File: src/rtl/mxv_pkg.sv
// -----------------------------------------------------------------------------
// mxv_pkg
// Shared types and helpers for the mxv datapath.
//   data_hex_t   : 5-bit decoded hex value (0..15) or HEX_EOL token.
//   uart_state_e : UART receiver FSM states.
//   hex_dec_t    : result of decode_hex (valid flag + value).
//   decode_hex() : maps an ASCII byte to a hex digit or the end-of-entry token.
// -----------------------------------------------------------------------------
package mxv_pkg;

  typedef logic [4:0] data_hex_t;

  localparam data_hex_t HEX_EOL = 5'd30;

  typedef enum logic [1:0] {
    IDLE  = 2'd0,
    START = 2'd1,
    DATA  = 2'd2,
    STOP  = 2'd3
  } uart_state_e;

  typedef struct packed {
    logic      valid;
    data_hex_t value;
  } hex_dec_t;

  // '0'-'9', 'A'-'F', 'a'-'f' map to 0..15; CR maps to HEX_EOL; anything
  // else is reported as not valid.
  function automatic hex_dec_t decode_hex(input logic [7:0] b);
    hex_dec_t r;
    r.valid = 1'b1;
    r.value = 5'd0;
    if (b >= 8'h30 && b <= 8'h39) begin
      r.value = 5'(b - 8'h30);
    end else if (b >= 8'h41 && b <= 8'h46) begin
      r.value = 5'(b - 8'h37);
    end else if (b >= 8'h61 && b <= 8'h66) begin
      r.value = 5'(b - 8'h57);
    end else if (b == 8'h0D) begin
      r.value = HEX_EOL;
    end else begin
      r.valid = 1'b0;
    end
    return r;
  endfunction

endpackage

File: src/rtl/uart_rx_core.sv
// -----------------------------------------------------------------------------
// uart_rx_core
// 8N1 UART receiver: 2-flop synchronizer, start-edge detector, bit FSM.
// Ports:
//   clk         in  : clock, rising edge
//   rst         in  : synchronous active-high reset
//   rx          in  : asynchronous serial line, idle high
//   byte_o      out : last received byte (valid with byte_vld_o)
//   byte_vld_o  out : one-cycle strobe, frame received with good stop bit
//   frame_err_o out : one-cycle strobe, stop bit sampled low
// -----------------------------------------------------------------------------
module uart_rx_core
  import mxv_pkg::*;
#(
  parameter int CLK_FREQ = 50_000_000,
  parameter int BAUD     = 115_200
) (
  input  logic       clk,
  input  logic       rst,
  input  logic       rx,
  output logic [7:0] byte_o,
  output logic       byte_vld_o,
  output logic       frame_err_o
);

  localparam int CPB = CLK_FREQ / BAUD;
  localparam int BW  = (CPB > 1) ? $clog2(CPB) : 1;

  localparam logic [BW-1:0] BAUD_ZERO = BW'(0);
  localparam logic [BW-1:0] BAUD_ONE  = BW'(1);
  localparam logic [BW-1:0] HALF_LAST = BW'(CPB / 2 - 1);
  localparam logic [BW-1:0] FULL_LAST = BW'(CPB - 1);

  generate
    if (CPB < 4) begin : g_cpb_check
      $error("uart_rx_core: CLK_FREQ/BAUD must be at least 4");
    end
  endgenerate

  logic          rx_meta_r;
  logic          rx_s;
  logic          rx_prev_r;
  uart_state_e   state_r;
  logic [BW-1:0] baud_r;
  logic [2:0]    bit_r;
  logic [7:0]    shift_r;

  // Synchronizer plus one extra flop of history for falling-edge detection.
  always_ff @(posedge clk) begin
    if (rst) begin
      rx_meta_r <= 1'b1;
      rx_s      <= 1'b1;
      rx_prev_r <= 1'b1;
    end else begin
      rx_meta_r <= rx;
      rx_s      <= rx_meta_r;
      rx_prev_r <= rx_s;
    end
  end

  // Receive FSM with baud/bit counters and registered strobes.
  always_ff @(posedge clk) begin
    if (rst) begin
      state_r     <= IDLE;
      baud_r      <= BAUD_ZERO;
      bit_r       <= 3'd0;
      shift_r     <= 8'd0;
      byte_o      <= 8'd0;
      byte_vld_o  <= 1'b0;
      frame_err_o <= 1'b0;
    end else begin
      byte_vld_o  <= 1'b0;
      frame_err_o <= 1'b0;
      case (state_r)
        IDLE: begin
          baud_r <= BAUD_ZERO;
          bit_r  <= 3'd0;
          // Only a true 1->0 edge starts a frame; a static low line does not.
          if (rx_prev_r && !rx_s) begin
            state_r <= START;
          end else begin
            state_r <= IDLE;
          end
        end
        START: begin
          if (baud_r == HALF_LAST) begin
            baud_r <= BAUD_ZERO;
            // Line back high at mid start bit means a glitch, not a frame.
            if (!rx_s) begin
              state_r <= DATA;
            end else begin
              state_r <= IDLE;
            end
          end else begin
            baud_r <= baud_r + BAUD_ONE;
          end
        end
        DATA: begin
          if (baud_r == FULL_LAST) begin
            baud_r  <= BAUD_ZERO;
            shift_r <= {rx_s, shift_r[7:1]};
            if (bit_r == 3'd7) begin
              bit_r   <= 3'd0;
              state_r <= STOP;
            end else begin
              bit_r <= bit_r + 3'd1;
            end
          end else begin
            baud_r <= baud_r + BAUD_ONE;
          end
        end
        STOP: begin
          if (baud_r == FULL_LAST) begin
            baud_r  <= BAUD_ZERO;
            state_r <= IDLE;
            if (rx_s) begin
              byte_o     <= shift_r;
              byte_vld_o <= 1'b1;
            end else begin
              frame_err_o <= 1'b1;
            end
          end else begin
            baud_r <= baud_r + BAUD_ONE;
          end
        end
        default: begin
          state_r <= IDLE;
          baud_r  <= BAUD_ZERO;
          bit_r   <= 3'd0;
        end
      endcase
    end
  end

endmodule

File: src/rtl/uart_hex_rx.sv
// -----------------------------------------------------------------------------
// uart_hex_rx
// UART front end of the mxv datapath: receives 8N1 bytes and classifies each
// as a hex digit or the end-of-entry token (CR).
// Ports:
//   clk   in  : clock, rising edge
//   rst   in  : synchronous active-high reset
//   rx    in  : asynchronous serial line, idle high
//   hex   out : decoded value, holds between strobes, 0 after reset
//   ena_o out : one-cycle strobe, hex is valid
//   err_o out : one-cycle strobe, framing error or unmapped character
// -----------------------------------------------------------------------------
module uart_hex_rx
  import mxv_pkg::*;
#(
  parameter int CLK_FREQ = 50_000_000,
  parameter int BAUD     = 115_200
) (
  input  logic      clk,
  input  logic      rst,
  input  logic      rx,
  output data_hex_t hex,
  output logic      ena_o,
  output logic      err_o
);

  logic [7:0] byte_s;
  logic       byte_vld_s;
  logic       frame_err_s;
  hex_dec_t   dec_s;

  uart_rx_core #(
    .CLK_FREQ (CLK_FREQ),
    .BAUD     (BAUD)
  ) u_core (
    .clk         (clk),
    .rst         (rst),
    .rx          (rx),
    .byte_o      (byte_s),
    .byte_vld_o  (byte_vld_s),
    .frame_err_o (frame_err_s)
  );

  assign dec_s = decode_hex(byte_s);

  // Output register: strobes last one cycle, hex holds the last valid value.
  always_ff @(posedge clk) begin
    if (rst) begin
      hex   <= 5'd0;
      ena_o <= 1'b0;
      err_o <= 1'b0;
    end else begin
      ena_o <= 1'b0;
      err_o <= 1'b0;
      if (byte_vld_s) begin
        if (dec_s.valid) begin
          ena_o <= 1'b1;
          hex   <= dec_s.value;
        end else begin
          err_o <= 1'b1;
        end
      end else if (frame_err_s) begin
        err_o <= 1'b1;
      end else begin
        hex <= hex;
      end
    end
  end

endmodule
File: config.mk
export PLATFORM = sky130hd
export DESIGN_NAME = uart_hex_rx
export DESIGN_NICKNAME = d
export VERILOG_FILES = /design/src/rtl/mxv_pkg.sv /design/src/rtl/uart_rx_core.sv /design/src/rtl/uart_hex_rx.sv
export SDC_FILE = /design/constraint.sdc
export NUM_CORES = 1
export LEC_CHECK = 0
export CELL_PAD_IN_SITES_DETAIL_PLACEMENT = 1
export CELL_PAD_IN_SITES_GLOBAL_PLACEMENT = 1
export CORE_MARGIN = 2
export CORE_UTILIZATION = 49
export CTS_BUF_LIST = sky130_fd_sc_hd__clkbuf_16
export CTS_CLUSTER_SIZE = 24
export DETAILED_ROUTE_END_ITERATION = 12
export PLACE_DENSITY = 0.86
export SLEW_MARGIN = 20
export SYNTH_ARGS = -nofsm -noshare
export SYNTH_HDL_FRONTEND = slang
export SYNTH_SLANG_ARGS = --single-unit
File: constraint.sdc
create_clock -name clk -period 3.9 [get_ports clk]
set_clock_uncertainty 0.15 [all_clocks]
set_input_delay 0.975 -clock clk [delete_from_list [all_inputs] [get_ports clk]]
set_output_delay 0.975 -clock clk [all_outputs]
set_load 0.02 [all_outputs]
# Word-level counts from Yosys, hierarchy flattened

Index checks and enable logic that the tools add are counted.

Register bits: 42
Output and inout bits: 7
Bits of input ports: 3

Reduce and logical (&&, ||, !) cells: 15
Order comparisons: 6
Add/subtract/negate cells: 5
Mux-type cells: 27
Eq/ne operators: 11
Bitwise gates (word level): 3

Operators with widths:

| operator                                                       | count |
|---|---|
| case mux 9 bit (3 select lines)                                | 1 |
| 2-to-1 mux 5 bit                                               | 4 |
| 2-to-1 mux 9 bit                                               | 2 |
| >= comparator 8 x 7 -> 1 bit, second input constant            | 2 |
| less-or-equal comparator 8 x 7 -> 1 bit, second input constant | 2 |
| subtractor 5 bit, second input constant                        | 3 |
| 2-to-1 mux 1 bit                                               | 11 |
| 2-to-1 mux 2 bit                                               | 5 |
| adder 9 x 1 -> 9 bit, second input constant                    | 1 |
| equality test 9 x 8 -> 1 bit, second input constant            | 1 |
| equality test 9 bit, second input constant                     | 1 |
| equality test 8 x 4 -> 1 bit, second input constant            | 1 |
| >= comparator 8 x 6 -> 1 bit, second input constant            | 1 |
| less-or-equal comparator 8 x 6 -> 1 bit, second input constant | 1 |
| inequality test 2 x 1 -> 1 bit, second input constant          | 4 |
| case mux 2 bit (4 select lines)                                | 1 |
| 2-to-1 mux 3 bit                                               | 2 |
| case mux 3 bit (2 select lines)                                | 1 |
| AND reduction 2 bit                                            | 3 |
| equality test 2 bit, second input constant                     | 2 |
| logical AND 1 bit                                              | 4 |
| AND reduction 4 bit                                            | 1 |
| OR reduction 2 bit                                             | 2 |
| adder 3 x 1 -> 3 bit, second input constant                    | 1 |
| 8 further kinds                                                | 10 |

# Logic depth before layout (Yosys ltp)

Word-level depth: 7
Mapped depth: 7
Depth with buffers taken out: 6

# Cells and area by module

A second synthesis with hierarchy kept.

Cells, all modules: 241
Area, all modules: 2192.1 um^2

Modules (own cells, without submodules):

| module       | cells an instance | times used | area an instance (um^2) | sequential area each (um^2) |
|---|---|---|---|---|
| uart_rx_core | 181               | 1          | 1674.1                  | 700.7 |
| uart_hex_rx  | 60                | 1          | 518.0                   | 140.1 |

# Worst setup path before layout

OpenSTA, ideal clock, no wires.

Path kind: reg-to-reg
Start: register u_core.byte_o[0]
End: register hex[0]
Setup time: 0.128 ns
Period minus slack after synthesis: 1.968 ns
Stages on the path, launching flop included: 6
Path buffers: 0
Data required time: 3.622 ns
Arrival time: 1.690 ns
Setup slack: 1.932 ns
Cell sequence: dfxtp_1 -> ha_1 -> or4b_1 -> nor4_2 -> o31a_4 -> o32ai_1

Cells in the longest elaborated chain, start to end: 6

RTL lines:

| element                                               | RTL line                     | RTL |
|---|---|---|
| from (decl)                                           | uart_rx_core.sv:21           | `output logic [7:0] byte_o,` |
| from (signal assigned)                                | uart_rx_core.sv:117          | `byte_o <= shift_r;` |
| >= comparator 8 x 7 -> 1 bit (tied with other cells)  | mxv_pkg.sv:37                | `end else if (b >= 8'h61 && b <= 8'h66) begin` |
| logical AND 1 bit or 2-to-1 mux 1 bit (tied branches) | mxv_pkg.sv:37, mxv_pkg.sv:39 |  |
| 2-to-1 mux 1 bit                                      | mxv_pkg.sv:37                |  |
| 2-to-1 mux 1 bit                                      | mxv_pkg.sv:35                | `end else if (b >= 8'h41 && b <= 8'h46) begin` |
| 2-to-1 mux 1 bit                                      | mxv_pkg.sv:33                | `if (b >= 8'h30 && b <= 8'h39) begin` |
| AND reduction 2 bit (no source line)                  | -                            |  |
| to (signal assigned)                                  | uart_hex_rx.sv:58            | `hex <= dec_s.value;` |
| to (decl)                                             | uart_hex_rx.sv:22            | `output data_hex_t hex,` |

Several ways; a longest one is shown, not always the timed one.
A chain may end at the register's enable or synchronous reset.

==> impl_metrics.ini <==
[global_routing]
grtUsageTotal_pct = 23.29
grt_pass1_wl_um = 7734
overflow = 0
grt_pass1_vias = 1624
grt_max_degree = 25
antenna_found_initial = 0

[clock_tree]
clk_latency_ns = 0.29
root_buffer = clkbuf_16
cts_resized = 0
postCtsSetupRepairBufs = 0
cts_tree = built
clk_transition_reported_paths_ns = 0.06
cts-hold-fix-buffers = 0
numCtsBuffers = 5
cts_max_level = 2
clock-sinks = 42
clk_path_buf_depth = 2

[route]
via_per_inst = 5.767
wl_per_cell_um = 17.08
routed_wl_um = 4474
drt_iter0_markers = 104
drc = 0
via_count = 1511
firstDrtPassIters = 4
drtAntennaViolNets = 0

[sta]
setup-tns-final_ns = 0
setup_ws_ns = 1.196
slew_headroom_pct = 52.14
drv_slew = 0
fin_crit_sh_pct = 69.33
rsz0062_at_grt = false
fmax_ghz = 0.3699
setup_viol = 0
finalHoldWorstSlack_ns = 0.2730
tightest_slew_ns = 0.7170
hold_violations = 0
period_needed_ns = 2.704

[cells_and_area]
final_core_util_pct = 58.79
finalNetCount = 224
final_cell_area_um2 = 2201
area_delta_synth_final_pct = 12.97
layout-drive-gt1-share_pct = 9.346
diodes = 0
fill_cells = 425

[placement]
pre_cts_slack_ns = 0.8958
placed_area_um2 = 2058
dp_hpwl_um = 3161
numPortBuffers = 9
place_congestion = 0.8719

[run]
drv_cap = 0

[synth]
ys_seq_area_share_pct = 43.16
synth-xor-area-share_pct = 3.597
synthTopCellsByArea = dfxtp_1, mux2i_1, ha_1
synth_top_family_by_area = simple AND/OR/NAND/NOR gates
avgSynthCellArea_um2 = 9.457
synth.net_count = 217
synth_top_flop_cell = dfxtp_1
synth_compound_area_share_pct = 13.23
synth_edf_count = 0
netlist.area_leader.share_pct = 43.16
synth_simple_gate_area_share_pct = 21.19
syn-instance-count = 206
synthArstFlopShare_pct = 0
ys_warn_count = 0
synthesis.area_um2 = 1948
synth_mux_area_share_pct = 8.735
yosysMostFrequentCell = dfxtp_1
synth_largest_area_cell = dfxtp_1
synth_cell_types = 50
synth_common_cells = dfxtp_1, nand2_1, nor2_1
ys_seq_elements = 42
synth_fa_ha_area_share_pct = 5.138

[status]
status = finished, final reports clean

[floorplan]
placementRows = 22
die_area_um2 = 4496
core-area_um2 = 3744
dieHeight_um = 67.06
die-width_um = 67.06
pin_count = 10
start_util_pct = 52.04

[critical_path]
crit_family = buffers and inverters
worstPathCellList = clkdlybuf4s50_1 > buf_4 > inv_1 > o21ai_1 > nor2_1
crit_path_top_delay_cell = inv_1
worstSetupStartpointType = input port
max_stage_delay_ns = 0.55
worst_ep_required_time_ns = 3.96
worstSetupPathType = in2reg
crit_path_end_kind = flop
worst-path-buf-inv = 3
crit_fanout = 24
cp.arrival_ns = 2.77

[worst_hold_path]
hold_class = reg2reg

[power]
p_leak_nw = 0.7966
powerDensity_nw_per_um2 = 387.7
vdd_drop_max_mv = 0.3918
[final cells by class]
class	count	area, um^2	area share, %
multi-input cells	141	1011	45.94
flip-flops and latches	42	840.8	38.20
clock buffers	5	125.1	5.685
repair buffers	10	97.59	4.434
well taps	48	60.06	2.729
inverters	13	48.80	2.217
clock inverters	3	17.52	0.7959
[metrics by stage]
step	total power, mW	std cells
global route	0.8796	262
finish	0.8532	262
detailed placement	0.4590	254
CTS	0.8573	262
floorplan	0.4532	206
global placement	0.4579	254
[flip-flops by register name, summed over array words and instances, names as in the netlist, 3 cells and up, named ones only]
signal          count
u_core.baud_r       9
u_core.byte_o       8
u_core.shift_r      8
hex                 5
u_core.bit_r        3
[layer usage]
layer	part of all wire (%)	GRT usage, %	wire (um)
met2	51	39.85	2286
met1	44	27.47	1953
met3	3.5	5.912	157
met5	0	0	0
met4	1.7	9.439	76
[kinds of logic after synthesis]
logic type	Yosys count
AO/OA/AOI/OAI	29
flip-flops	42
AND/OR/NAND/NOR	79
buffers and inverters	23
multiplexers	17
XOR/XNOR	8
adder cells (fa/ha/maj)	8
[cell usage in the layout, fill, tap and decap left out, drive strengths merged, types with 2 or more instances in the layout]
cell type / instances
a31oi: 2
nor4bb: 3
nand2: 25
mux2i: 17
nand3: 6
nor3: 5
a21oi: 3
o2bb2ai: 2
o31a: 2
a311oi: 4
clkinv: 2
o211ai: 2
inv: 14
or4b: 2
o21ai: 3
or2: 3
nor2: 23
ha: 8
clkdlybuf4s50: 9
o32ai: 2
xnor2: 6
nand4b: 2
xor2: 2
o31ai: 2
clkbuf: 5
nor4: 2
dfxtp: 42
[worst reg2reg max path, delay by kind of cell, from the launching register on]
family,cells,cell delay (ns)
simple gates,2,0.86
flops,1,0.49
compound gates,2,0.34
fa+ha+maj,1,0.27
[where the power goes]
group	leakage [nW]	internal [mW]	switching [mW]	total (mW)
clock	0.0750	0.235	0.169	0.404
combinational	0.383	0.00528	0.0103	0.0156
sequential	0.339	0.431	0.00285	0.434
[final timing paths]
kind                                 startpoint                          end  slack (ns)  cells after the start
setup / recovery                            rst  u_core.baud_r[8]$_SDFF_PP0_        1.20                      5
hold / removal      u_core.rx_meta_r$_SDFF_PP1_       u_core.rx_s$_SDFF_PP1_        0.27                      1
setup reg to reg  u_core.byte_o[0]$_SDFFE_PP0P_          hex[4]$_SDFFE_PP0P_        1.67                      5
hold reg to reg     u_core.rx_meta_r$_SDFF_PP1_       u_core.rx_s$_SDFF_PP1_        0.27                      1
(Power assumes the default switching activity.)
